### src/rtl/pwm_generator.sv
`default_nettype none
// ============================================================================
// Module   : pwm_generator
// Purpose  : Motor-drive PWM stage for the swerve steering motor driver.
//            Applies requested duty ratios only at PWM period boundaries,
//            inserts a dead-time blanking interval on direction reversals,
//            and returns a one-cycle pwm_done pulse when a ratio is applied.
// Ports    : clock         - main clock
//            reset         - synchronous, active-high reset
//            pwm_enable    - run enable; low forces output off
//            pwm_update    - request to apply pwm_ratio/pwm_direction
//            pwm_ratio     - requested high-time, counts out of 256
//            pwm_direction - requested motor direction
//            pwm_done      - one-cycle pulse: requested ratio now active
//            pwm_out       - PWM pin to motor driver
//            motor_dir     - direction pin to motor driver
//            active_ratio  - ratio currently applied
//            debug_signals - {4'b0, dead_cnt_nonzero, state[2:0]}
// Revision : 1.0 - initial release
// ============================================================================
module pwm_generator #(
  parameter int PRESCALE     = 4,
  parameter int DEAD_PERIODS = 2
) (
  input  logic       clock,
  input  logic       reset,
  input  logic       pwm_enable,
  input  logic       pwm_update,
  input  logic [7:0] pwm_ratio,
  input  logic       pwm_direction,
  output logic       pwm_done,
  output logic       pwm_out,
  output logic       motor_dir,
  output logic [7:0] active_ratio,
  output logic [7:0] debug_signals
);

  localparam int PRESC_W = (PRESCALE < 2) ? 1 : $clog2(PRESCALE);
  localparam int DEAD_W  = (DEAD_PERIODS < 2) ? 1 : $clog2(DEAD_PERIODS + 1);

  localparam logic [PRESC_W-1:0] PRESC_MAX = PRESC_W'(PRESCALE - 1);
  localparam logic [DEAD_W-1:0]  DEAD_LOAD = DEAD_W'(DEAD_PERIODS);
  localparam logic               NO_DEAD   = (DEAD_PERIODS == 0);

  typedef enum logic [2:0] {
    ST_IDLE = 3'd0,
    ST_RUN  = 3'd1,
    ST_DEAD = 3'd2
  } state_e;

  state_e              state_q,  state_d;
  logic [PRESC_W-1:0]  presc_q,  presc_d;
  logic [7:0]          count_q,  count_d;
  logic [DEAD_W-1:0]   dead_q,   dead_d;
  logic [7:0]          ratio_q,  ratio_d;
  logic                dir_q,    dir_d;
  logic [7:0]          sratio_q, sratio_d;
  logic                sdir_q,   sdir_d;
  logic                done_q,   done_d;
  logic                out_q,    out_d;

  logic tick;
  logic wrap;

  assign tick = (presc_q == PRESC_MAX);
  assign wrap = tick && (count_q == 8'd255);

  // --------------------------------------------------------------------------
  // State register
  // --------------------------------------------------------------------------
  always_ff @(posedge clock) begin
    if (reset) begin
      state_q  <= ST_IDLE;
      presc_q  <= '0;
      count_q  <= '0;
      dead_q   <= '0;
      ratio_q  <= '0;
      dir_q    <= 1'b0;
      sratio_q <= '0;
      sdir_q   <= 1'b0;
      done_q   <= 1'b0;
      out_q    <= 1'b0;
    end else begin
      state_q  <= state_d;
      presc_q  <= presc_d;
      count_q  <= count_d;
      dead_q   <= dead_d;
      ratio_q  <= ratio_d;
      dir_q    <= dir_d;
      sratio_q <= sratio_d;
      sdir_q   <= sdir_d;
      done_q   <= done_d;
      out_q    <= out_d;
    end
  end

  // --------------------------------------------------------------------------
  // Next-state / output logic
  // --------------------------------------------------------------------------
  always_comb begin
    state_d  = state_q;
    presc_d  = presc_q;
    count_d  = count_q;
    dead_d   = dead_q;
    ratio_d  = ratio_q;
    dir_d    = dir_q;
    sratio_d = sratio_q;
    sdir_d   = sdir_q;
    done_d   = 1'b0;
    out_d    = 1'b0;

    if (!pwm_enable) begin
      // Drop to IDLE; motor_dir keeps its last value, any pending shadow
      // request is discarded.
      state_d  = ST_IDLE;
      presc_d  = '0;
      count_d  = '0;
      dead_d   = '0;
      ratio_d  = '0;
      sratio_d = '0;
      sdir_d   = 1'b0;
    end else begin
      case (state_q)
        ST_IDLE: begin
          // Entry edge: immediate load when an update is pending, no dead time.
          state_d = ST_RUN;
          presc_d = '0;
          count_d = '0;
          if (pwm_update) begin
            ratio_d = pwm_ratio;
            dir_d   = pwm_direction;
            done_d  = 1'b1;
          end else begin
            ratio_d = '0;
          end
        end

        ST_RUN: begin
          out_d = (count_q < ratio_q);
          if (tick) begin
            presc_d = '0;
            count_d = count_q + 8'd1;
          end else begin
            presc_d = presc_q + PRESC_W'(1);
          end
          if (wrap && pwm_update) begin
            // A reversal is only blanked when the motor is actually driven.
            if ((pwm_direction == dir_q) || (ratio_q == 8'd0) || NO_DEAD) begin
              ratio_d = pwm_ratio;
              dir_d   = pwm_direction;
              done_d  = 1'b1;
            end else begin
              sratio_d = pwm_ratio;
              sdir_d   = pwm_direction;
              dead_d   = DEAD_LOAD;
              state_d  = ST_DEAD;
            end
          end
        end

        ST_DEAD: begin
          if (tick) begin
            presc_d = '0;
            count_d = count_q + 8'd1;
          end else begin
            presc_d = presc_q + PRESC_W'(1);
          end
          if (wrap) begin
            dead_d = dead_q - DEAD_W'(1);
            if (dead_q == DEAD_W'(1)) begin
              ratio_d = sratio_q;
              dir_d   = sdir_q;
              done_d  = 1'b1;
              state_d = ST_RUN;
            end
          end
        end

        default: begin
          state_d = ST_IDLE;
          presc_d = '0;
          count_d = '0;
          dead_d  = '0;
          ratio_d = '0;
        end
      endcase
    end
  end

  assign pwm_done      = done_q;
  assign pwm_out       = out_q;
  assign motor_dir     = dir_q;
  assign active_ratio  = ratio_q;
  assign debug_signals = {4'b0000, (dead_q != '0), state_q};

endmodule
`default_nettype wire

### config.mk
export PLATFORM = sky130hd
export DESIGN_NAME = pwm_generator
export DESIGN_NICKNAME = d
export VERILOG_FILES = /design/src/rtl/pwm_generator.sv
export SDC_FILE = /design/constraint.sdc
export NUM_CORES = 1
export LEC_CHECK = 0
export ABC_AREA = 1
export BUFFER_PORTS_ARGS = -buffer_cell sky130_fd_sc_hd__buf_2
export CORE_ASPECT_RATIO = 1.25
export CORE_UTILIZATION = 35
export DETAILED_ROUTE_END_ITERATION = 12
export GPL_TIMING_DRIVEN = 1
export PLACE_DENSITY = 0.6
export RECOVER_POWER = 100
export SYNTH_ARGS = -nofsm -noshare
export SYNTH_HDL_FRONTEND = slang
export SYNTH_SLANG_ARGS = --single-unit
### constraint.sdc
create_clock -name clock -period 4.5 [get_ports clock]
set_input_delay 1.125 -clock clock [delete_from_list [all_inputs] [get_ports clock]]
set_output_delay 1.125 -clock clock [all_outputs]
set_load 0.05 [all_outputs]
==> summary.md, run 1 <==
| Metric | Value |
|---|---|
| Power Dens Cells | 642 mW/mm^2 |
| Netlist cell types | 34 |
| Area Overhead vs Synth | 10.6% |
| Critical path class | flop to primary output |
| Initial Util | 36.2% |
| Startpoint types | flop |
| Unrepaired setup endpoints after global routing | false |
| CTS tree | done |
| Highest metal used | met4 |
| FMAX | 394 MHz |
| Status | completed |
| CTS Buffer Depth | 2 |
| DRT iter0 DRCs | 46 |
| CP Max Fanout | 3 |
| Final period util | 56.5% |
| Leak Pwr | 0.993 nW |
| Post-Syn Instances | 261 |
| Yosys warns | 0 |
| Post-CTS setup buffer count | 0 |
| Initial antenna violation count | 0 |
| Largest area contributor in the netlist | dfxtp_1 |
| Worst slew margin | 35.1% |
| Rows | 30 |
| Min-delay worst type | flop to flop |
| Drt wl/cell | 11.2 um |
| Die ar. | 0.00594 sq mm |
| Post-synthesis sequential area ratio | 34.5% |
| Dpl hpwl | 3080 um |
| Overflow after GRT | 0 |
| Met2 WL | 1960 um |
| Final ANT Viol Nets | 0 |
| Vias per inst | 4.76 |
| Post-CTS Hold Fix Bufs | 0 |
| Worst Skew | 4.40 ps |
| Final Hold Fails | 0 |
| Worst Path Required | 3380 ps |
| Dpl cells | 346 |
| Total core area | 0.00544 sq mm |
| Post-Route WL | 3970 um |
| Number of global-route vias before repair | 1,551 |
| Met3 WL | 159 um |
| CTS root buf | clkbuf_8 |
| Clk Latency, worst-skew pair | 290 ps |
| GPL Wtd Cong | 0.861 |
| GRT Util Overall | 14.5% |
| VDD IR-drop max | 185 uV |
| Setup TNS after final layout | 0 ps |
| Cell area after layout | 0.00218 sq mm |
| Dpl cell area | 0.00213 sq mm |
| DRT met1 WL | 1790 um |
| Critical path arrival | 1420 ps |
| DR DRC count | 0 |
| First-pass DRT Iterations | 4 |
| Clock Sinks | 34 |
| CTS HTree Levels | 2 |
| Clock-pin slew on the worst setup and hold paths | 70 ps |
| Synth Area per Inst | 7.56 sq um |
| Fin. max-slew vios | 0 |
| Synthesized area | 0.00197 sq mm |
| Non-filler instance count after layout | 354 |
| Yosys reg bits | 34 |
| Port bufs | 26 |
| Critical path capture point type | primary output |
| Setup violations, final | 0 |
| Share of the synthesized area in the top cell type | 34.5% |
| Max Cap Violations | 0 |
| Layout Nets | 317 |
| Top cells by area, synth | dfxtp_1, ha_1, nand2_1 |
| DR vias | 1,685 |
| Largest net degree at the start of global routing | 18 |
| Worst-margin pin slew | 970 ps |
| Layout cells sized above 1 | 12.4% |
| Period minus WS final | 2540 ps |
| Resized cells post-CTS | 0 |
| Antenna cells | 0 |
| First-pass GRT wire length | 6930 um |
| CTS Buf Count | 5 |
| IO Pins | 32 |
| Die height | 85.9 um |
| Die Wd | 69.1 um |
==> placed cells by master (no fill, tap or decap) <==
cell type,Yosys,routed
ha_1,15,15
o22ai_1,1,1
o21a_1,2,2
nand2_4,4,4
nor3_1,3,3
inv_1,35,35
dfxtp_1,34,34
buf_2,1,11
nand4_1,4,4
a21oi_1,23,23
o21bai_1,1,1
mux2_2,1,1
mux2i_1,1,1
nand2_1,49,50
nor2_8,1,1
conb_1,1,5
xor2_1,3,3
and3_1,1,1
o21ai_4,1,1
or2_2,2,2
nor3b_1,2,2
clkbuf_8,0,6
nor2_4,3,1
clkbuf_1,1,16
o21ai_2,1,1
nand3_4,2,2
o21ai_0,18,19
nand2_2,2,1
nor2_1,30,33
nand3_1,6,6
a21oi_2,4,4
clkinv_2,0,1
==> worst max-delay path: stages, from the launching register on <==
cell      delay (ps)
dfxtp_1          360
inv_1             70
ha_1             190
inv_1             50
clkbuf_1         450
==> routing by layer <==
layer	GRT usage [%]	up-vias
met5	0	-
met4	7.42	0
met3	3.53	6
met2	25.2	33
met1	16.5	766
li1	-	880
==> cell usage after synthesis <==
master / n
o21ai_4: 1
buf_6: 2
nand4_1: 4
clkbuf_1: 1
nand3_4: 2
nand3_1: 6
buf_2: 1
o21a_1: 2
inv_1: 35
xor2_1: 3
nand2_1: 49
buf_4: 5
o21bai_1: 1
nor2_4: 3
a21oi_1: 23
o21ai_0: 18
conb_1: 1
and3_1: 1
o21ai_2: 1
nor3b_1: 2
mux2_2: 1
ha_1: 15
or2_2: 2
mux2i_1: 1
nor2_8: 1
nor3_1: 3
dfxtp_1: 34
nand2_2: 2
o21ai_1: 1
a21oi_2: 4
nor2_2: 1
o22ai_1: 1
nand2_4: 4
nor2_1: 30
==> power by group <==
group | internal (mW) | leakage (nW) | switching (mW) | total, mW
Sequential | 0.356 | 0.276 | 0.0474 | 0.404
Clock | 0.124 | 0.0482 | 0.115 | 0.238
Combinational | 0.204 | 0.669 | 0.553 | 0.757
==> kinds of logic after synthesis <==
family | count (synthesis) | share of synthesized area, %
compound gates | 52 | 15.2
mux | 2 | 1.08
fa+ha+maj | 15 | 9.52
xor+xnor | 3 | 1.33
flops | 34 | 34.5
other cells | 1 | 0.190
buf+inv | 44 | 10.2
simple gates | 110 | 28.0
==> layout make-up <==
type | count | area (sq um)
multi-input cells | 187 | 1090
flip-flops and latches | 34 | 681
well taps | 64 | 80.1
repair buffers | 26 | 111
fillers | 584 | 3260
inverters | 35 | 131
clock inverters | 1 | 5.00
clock buffers | 7 | 86.3
==> through the flow <==
stage / power (mW) / hold slack (ps) / setup slack (ps) / util (%)
2_1_floorplan: 1.04 / 404 / 2410 / -
3_3_place_gp: 1.20 / 421 / 2030 / 39.1
3_5_place_dp: 1.21 / 421 / 1980 / 39.1
4_1_cts: 1.45 / 431 / 2160 / 40.8
5_1_grt: 1.53 / 440 / 1730 / 40.1
6_report: 1.40 / 426 / 1960 / 40.1
==> registers in the layout (all words and copies together) (netlist names) <==
signal,count
pwm_out,1
sdir_q,1
dead_q,2
active_ratio,8
motor_dir,1
pwm_done,1
sratio_q,8
presc_q,2
count_q,8
state_q,2
==> path summary, 6_finish.rpt <==
path	from	slack [ps]	cells after the start	endpoint
setup / recovery	dead_q[0]	1960	4	debug_signals[3]
setup reg to reg	presc_q[0]	2220	7	sratio_q[4]
hold reg to reg	presc_q[0]	430	1	presc_q[0]
hold / removal	presc_q[0]	430	1	presc_q[0]
Power figures use the tool's default switching activity.
==> inputs of run 2 (changes only) <==
--- a/config.mk
+++ b/config.mk
@@ -11,7 +11,7 @@
 export CORE_UTILIZATION = 35
 export DETAILED_ROUTE_END_ITERATION = 12
 export GPL_TIMING_DRIVEN = 1
-export PLACE_DENSITY = 0.6
+export PLACE_DENSITY = 0.62
 export RECOVER_POWER = 100
 export SYNTH_ARGS = -nofsm -noshare
 export SYNTH_HDL_FRONTEND = slang
==> constraint.sdc (replaced) <==
create_clock -name clock -period 2.2 [get_ports clock]
set_input_delay 0.55 -clock clock [delete_from_list [all_inputs] [get_ports clock]]
set_output_delay 0.55 -clock clock [all_outputs]
set_load 0.05 [all_outputs]
==> run 2 against run 1 <==
Against the previous run: clock-buffer cell count unchanged; via count decreased by 0.65%; sequential share of layout area increased by 0.090 points; core utilization decreased by 0.11 points; worst setup slack got worse by 1700 ps; register-to-register slack got worse by 1900 ps; final cell count increased by 0.56%; global-route usage decreased by 0.32 points; cell area decreased by 0.29%; die area unchanged; sequential cell count unchanged; routed wire length increased by 1.4%; critical endpoint unchanged; largest cell class unchanged.
==> summary.md, run 2 (same netlist as run 1, synthesis figures left out) <==
| Metric | Value |
|---|---|
| Critical path arrival | 1400 ps (-20 ps) |
| CTS Buf Count | 5 (unchanged) |
| Startpoint types | flop |
| Resized cells post-CTS | 0 (unchanged) |
| Status | completed |
| Comb pwr share | 54.5% (+0.4 points) |
| Sw frac | 50.9% (-0.21 points) |
| Layout Nets | 319 (+0.63%) |
| Hold depth | 1 (unchanged) |
| CTS Buffer Depth | 2 (unchanged) |
| Leak Pwr | 0.988 nW (-0.51%) |
| Power Dens Cells | 1310 mW/mm^2 (+100%) |
| # fillers | 600 (+2.7%) |
| Unrepaired setup endpoints after global routing | false |
| Final Hold Fails | 0 (unchanged) |
| Reg2Reg Launch Point | presc_q[0] |
| Antenna cells | 0 (unchanged) |
| Die height | 85.9 um (unchanged) |
| Clock-pin slew on the worst setup and hold paths | 70 ps (about the same) |
| Critical path class | flop to primary output |
| Most frequent cells in the layout | nand2_1, inv_1, dfxtp_1, nor2_1, a21oi_1 |
| Drt wl/cell | 11.3 um (+0.87%) |
| R2R Path End | active_ratio[0] |
| Layout cells sized above 1 | 12.3% (-0.085 points) |
| Clock Sinks | 34 (unchanged) |
| Worst Skew | 8.27 ps (+3.88 ps) |
| Net switching power | 1.45 mW (+100%) |
| GRT Util Overall | 14.2% (-0.32 points) |
| Overflow after GRT | 0 (unchanged) |
| Period minus WS final | 1950 ps |
| Clock power share | 16.8% (-0.2 points) |
| CTS HTree Levels | 2 (unchanged) |
| Vias per inst | 4.70 (-1.2%) |
| Die Wd | 69.1 um (unchanged) |
| Max Cap Violations | 0 (unchanged) |
| Initial antenna violation count | 0 (unchanged) |
| Final period util | 88.4% |
| FMAX | 514 MHz |
| Total core area | 0.00544 sq mm (unchanged) |
| Register-to-register setup slack | 330 ps (-1890 ps) |
| Sequential Power Share | 28.8% (about the same) |
| IO Pins | 32 (unchanged) |
| Post-CTS Hold Fix Bufs | 0 (unchanged) |
| Fin. max-slew vios | 0 (unchanged) |
| Die ar. | 0.00594 sq mm (unchanged) |
| Rows | 30 (unchanged) |
| Most common cell after layout, fill and taps aside | nand2_1 |
| Dpl hpwl | 3130 um (+1.6%) |
| Dpl cells | 348 (+0.58%) |
| CP Launch Point | dead_q[0] |
| Post-CTS setup buffer count | 0 (unchanged) |
| VDD IR-drop max | 426 uV (+130%) |
| DR DRC count | 0 (unchanged) |
| Critical path capture point type | primary output |
| Pint | 1.40 mW (+100%) |
| Final ANT Viol Nets | 0 (unchanged) |
| Min-delay worst type | flop to flop |
| Post-Route WL | 4030 um (+1.4%) |
| Worst Path Required | 1650 ps (-1730 ps) |
| Setup crit end | debug_signals[3] |
| First-pass DRT Iterations | 4 (unchanged) |
| Non-filler instance count after layout | 356 (+0.56%) |
| Setup violations, final | 0 (unchanged) |
| First-pass GRT wire length | 6790 um (-2.0%) |
| Setup TNS after final layout | 0 ps (unchanged) |
| Worst-margin pin slew | 606 ps (-364 ps) |
| CTS tree | done |
| Area Overhead vs Synth | 10.3% |
| DRT iter0 DRCs | 45 (-2.2%) |
| Worst slew margin | 59.8% (+25 points) |
| CTS root buf | clkbuf_8 |
| Number of global-route vias before repair | 1,554 (+0.19%) |
| DR vias | 1,674 (-0.65%) |
| Port bufs | 26 (unchanged) |
| Largest net degree at the start of global routing | 18 (unchanged) |
| CP Max Fanout | 3 (unchanged) |
| GPL Wtd Cong | 0.859 (-0.34%) |
| Clk Latency, worst-skew pair | 290 ps (about the same) |
| Path depth of the worst reg2reg path | 8 (+1) |
| Initial Util | 36.2% (unchanged) |
==> run 2: cell count changes in the layout (fill, tap and decap cells not counted), moves of 2 or more <==
cell     delta
nor2_4      +2
nand2_1     +3
buf_4       +2
nand2_4     -3
nor2_1      -2
==> run 2: per-stage QoR <==
step | setup slack [ps] | utilization (%) | cell area, sq um | hold WS [ps] | total power, mW
final | 254 | 40.0 | 2170 | 429 | 2.86
after CTS | 397 | 41.1 | 2230 | 432 | 2.96
after detailed placement | 423 | 39.4 | 2140 | 420 | 2.46
after global placement | 470 | 39.4 | 2140 | 412 | 2.46
after floorplan | 301 | - | 1990 | 404 | 2.14
after global routing | 110 | 40.0 | 2170 | 476 | 3.10
==> run 2: how the worst min path moves through the flow <==
stage                     from  slack [ps]    endpoint
global route        presc_q[0]         480  presc_q[0]
floorplan           presc_q[0]         400  presc_q[0]
detailed placement  presc_q[0]         420  presc_q[0]
global placement    presc_q[0]         410  presc_q[0]
finish              presc_q[0]         430  presc_q[0]
CTS                 presc_q[0]         430  presc_q[0]
==> run 2: area by class of cell <==
| class | instances | area, sq um | area share [%] |
|---|---|---|---|
| multi-input cells | 187 | 1060 | 48.9 |
| flip-flops and latches | 34 | 681 | 31.3 |
| inverters | 35 | 131 | 6.04 |
| repair buffers | 28 | 128 | 5.87 |
| clock buffers | 7 | 86.3 | 3.97 |
| well taps | 64 | 80.1 | 3.68 |
| clock inverters | 1 | 5.00 | 0.230 |
==> run 2: power by group through the flow <==
stage          Combinational (mW)  Sequential [mW]  Clock [mW]
2_1_floorplan               0.982             1.16           0
3_3_place_gp                 1.63            0.836           0
3_5_place_dp                 1.63            0.836           0
4_1_cts                      1.64            0.822       0.494
5_1_grt                      1.74            0.840       0.519
6_report                     1.56            0.821       0.479
==> run 2: per-layer routing <==
metal / GRT usage (%) / wire (um) / vias to the layer above
li1: - / - / 889
met1: 17.2 / 1830 / 742
met2: 22.8 / 1890 / 28
met3: 3.76 / 139 / 15
met4: 7.98 / 159 / 0
met5: 0 / 0 / -
==> run 2: worst max-delay path, cell delays in order (launching register included) <==
cell and delay [ps]:
dfxtp_1 350, inv_1 70, ha_1 190, inv_1 50, clkbuf_1 450
==> inputs of run 3 (changes only) <==
--- a/config.mk
+++ b/config.mk
@@ -7,11 +7,13 @@
 export LEC_CHECK = 0
 export ABC_AREA = 1
 export BUFFER_PORTS_ARGS = -buffer_cell sky130_fd_sc_hd__buf_2
+export CELL_PAD_IN_SITES_DETAIL_PLACEMENT = 1
+export CELL_PAD_IN_SITES_GLOBAL_PLACEMENT = 2
 export CORE_ASPECT_RATIO = 1.25
-export CORE_UTILIZATION = 35
+export CORE_UTILIZATION = 29
 export DETAILED_ROUTE_END_ITERATION = 12
 export GPL_TIMING_DRIVEN = 1
-export PLACE_DENSITY = 0.62
+export PLACE_DENSITY = 0.81
 export RECOVER_POWER = 100
 export SYNTH_ARGS = -nofsm -noshare
 export SYNTH_HDL_FRONTEND = slang
==> run 3 against run 2 <==
Against the previous run: via count up 1.8%; sequential cell count unchanged; core utilization down 6.0 points; register-to-register slack worse by 20 ps; clock skew down 5.7 ps; fmax down 0.15%; worst setup slack worse by 3.0 ps; critical path depth unchanged; non-clock buffer count unchanged.
==> summary.md, run 3 (same netlist as run 1, synthesis figures left out) <==
| Metric | Value |
|---|---|
| Overflow after GRT | 0 (unchanged) |
| Worst-margin pin slew | 603 ps (-2.47 ps) |
| Critical path class | flop to primary output |
| Number of global-route vias before repair | 1,698 (+9.3%) |
| Critical path arrival | 1400 ps (about the same) |
| Initial antenna violation count | 0 (unchanged) |
| DR DRC count | 0 (unchanged) |
| Power Total | 3.03 mW (+6.1%) |
| Die Wd | 75.8 um (+9.6%) |
| Port bufs | 26 (unchanged) |
| Fin. max-slew vios | 0 (unchanged) |
| CTS HTree Levels | 2 (unchanged) |
| Drt wl/cell | 12.3 um (+8.4%) |
| CTS tree | done |
| Layout cells sized above 1 | 12.7% (+0.39 points) |
| Antenna cells | 0 (unchanged) |
| Final Hold Fails | 0 (unchanged) |
| Dpl hpwl | 3660 um (+17%) |
| Unrepaired setup endpoints after global routing | false |
| Worst Skew | 2.57 ps (-5.70 ps) |
| Setup TNS after final layout | 0 ps (unchanged) |
| Period minus WS final | 1950 ps (+2.96 ps) |
| Leak Pwr | 0.997 nW (+1.0%) |
| Final period util | 88.6% (+0.13 points) |
| Die height | 94.2 um (+9.6%) |
| Worst Path Required | 1650 ps (about the same) |
| Setup violations, final | 0 (unchanged) |
| Critical path capture point type | primary output |
| Clock Sinks | 34 (unchanged) |
| Area Overhead vs Synth | 13.0% |
| Vias per inst | 4.51 (-4.1%) |
| Die ar. | 0.00714 sq mm (+20%) |
| Post-CTS setup buffer count | 0 (unchanged) |
| CP top delay family | buffers and inverters |
| Critical path, cell by cell | inv_1 -> ha_1 -> inv_1 -> clkbuf_1 |
| Max Cap Violations | 0 (unchanged) |
| IO Pins | 32 (unchanged) |
| Most common cell on crit path | inv_1 |
| Total core area | 0.00657 sq mm (+21%) |
| Most frequent cells in the layout | nand2_1, inv_1, dfxtp_1, nor2_1, a21oi_1 |
| Min-delay worst type | flop to flop |
| Resized cells post-CTS | 0 (unchanged) |
| Startpoint types | flop |
| CTS Buffer Depth | 2 (unchanged) |
| CTS Buf Count | 5 (unchanged) |
| Post-CTS Hold Fix Bufs | 0 (unchanged) |
| VDD IR-drop max | 499 uV (+17%) |
| Post-Route WL | 4640 um (+15%) |
| Clk Latency, worst-skew pair | 280 ps (about the same) |
| Worst slew margin | 59.9% (+0.16 points) |
| DRT iter0 DRCs | 21 (-53%) |
| CTS root buf | clkbuf_8 |
| Final ANT Viol Nets | 0 (unchanged) |
| Largest net degree at the start of global routing | 18 (unchanged) |
| GRT Util Overall | 14.7% (+0.49 points) |
| First-pass DRT Iterations | 4 (unchanged) |
| Most common cell after layout, fill and taps aside | nand2_1 |
| CP Max Fanout | 3 (unchanged) |
| First-pass GRT wire length | 7940 um (+17%) |
| Initial Util | 30.0% (-6.2 points) |
| Non-filler instance count after layout | 378 (+6.2%) |
| DR vias | 1,704 (+1.8%) |
| Layout Nets | 319 (unchanged) |
| Clock-pin slew on the worst setup and hold paths | 70 ps (about the same) |
| Core Util, Final | 33.9% (-6.0 points) |
| # fillers | 825 (+38%) |
| Rows | 33 (+10%) |
| Buf+Inv Stages, Crit Path | 3 (unchanged) |
| Power Dens Cells | 1360 mW/mm^2 (+3.5%) |
| CP max stage cell | clkbuf_1 |
| FMAX | 513 MHz (-0.15%) |
| Dpl cells | 371 (+6.6%) |
| GPL Wtd Cong | 0.821 (-4.3%) |
| Status | completed |
| Max incr delay on CP | 450 ps (about the same) |
run 3: cell types whose count changed in the layout (fill, tap and decap cells not counted), sizes merged:
cell    delta
bufinv     +1
clkbuf     -1
clkinv     -1
run 3: final timing paths:
| check | startpoint | end | slack, ps | cells after the start |
|---|---|---|---|---|
| max | dead_q[0] | debug_signals[3] | 250 | 4 |
| min | presc_q[0] | presc_q[0] | 430 | 1 |
| max reg2reg | presc_q[0] | active_ratio[7] | 310 | 8 |
| min reg2reg | presc_q[0] | presc_q[0] | 430 | 1 |
run 3: final cells by class:
class | instances | area, sq um | share of cell area [%]
flip-flops and latches | 34 | 681 | 30.5
well taps | 87 | 109 | 4.88
clock buffers | 6 | 82.6 | 3.71
multi-input cells | 187 | 1070 | 47.9
repair buffers | 28 | 128 | 5.73
clock inverters | 1 | 30.0 | 1.35
inverters | 35 | 131 | 5.90
run 3: per-stage QoR:
stage | instance area (sq um) | setup slack [ps] | hold WS (ps)
final | 2230 | 251 | 431
after floorplan | 1990 | 301 | 404
after detailed placement | 2170 | 388 | 428
after global placement | 2170 | 395 | 411
after CTS | 2280 | 366 | 439
after global routing | 2230 | 110 | 466
run 3: layer usage:
metal / track usage, % / vias up / part of all wire, %
li1: - / 885 / -
met5: 0 / - / 0
met2: 25.4 / 19 / 50
met4: 3.70 / 0 / 0.93
met1: 18.1 / 796 / 47
met3: 2.90 / 4 / 2.0
run 3: power breakdown:
| part | switching, mW | internal [mW] |
|---|---|---|
| clock | 0.242 | 0.363 |
| combinational | 1.18 | 0.419 |
| sequential | 0.100 | 0.729 |
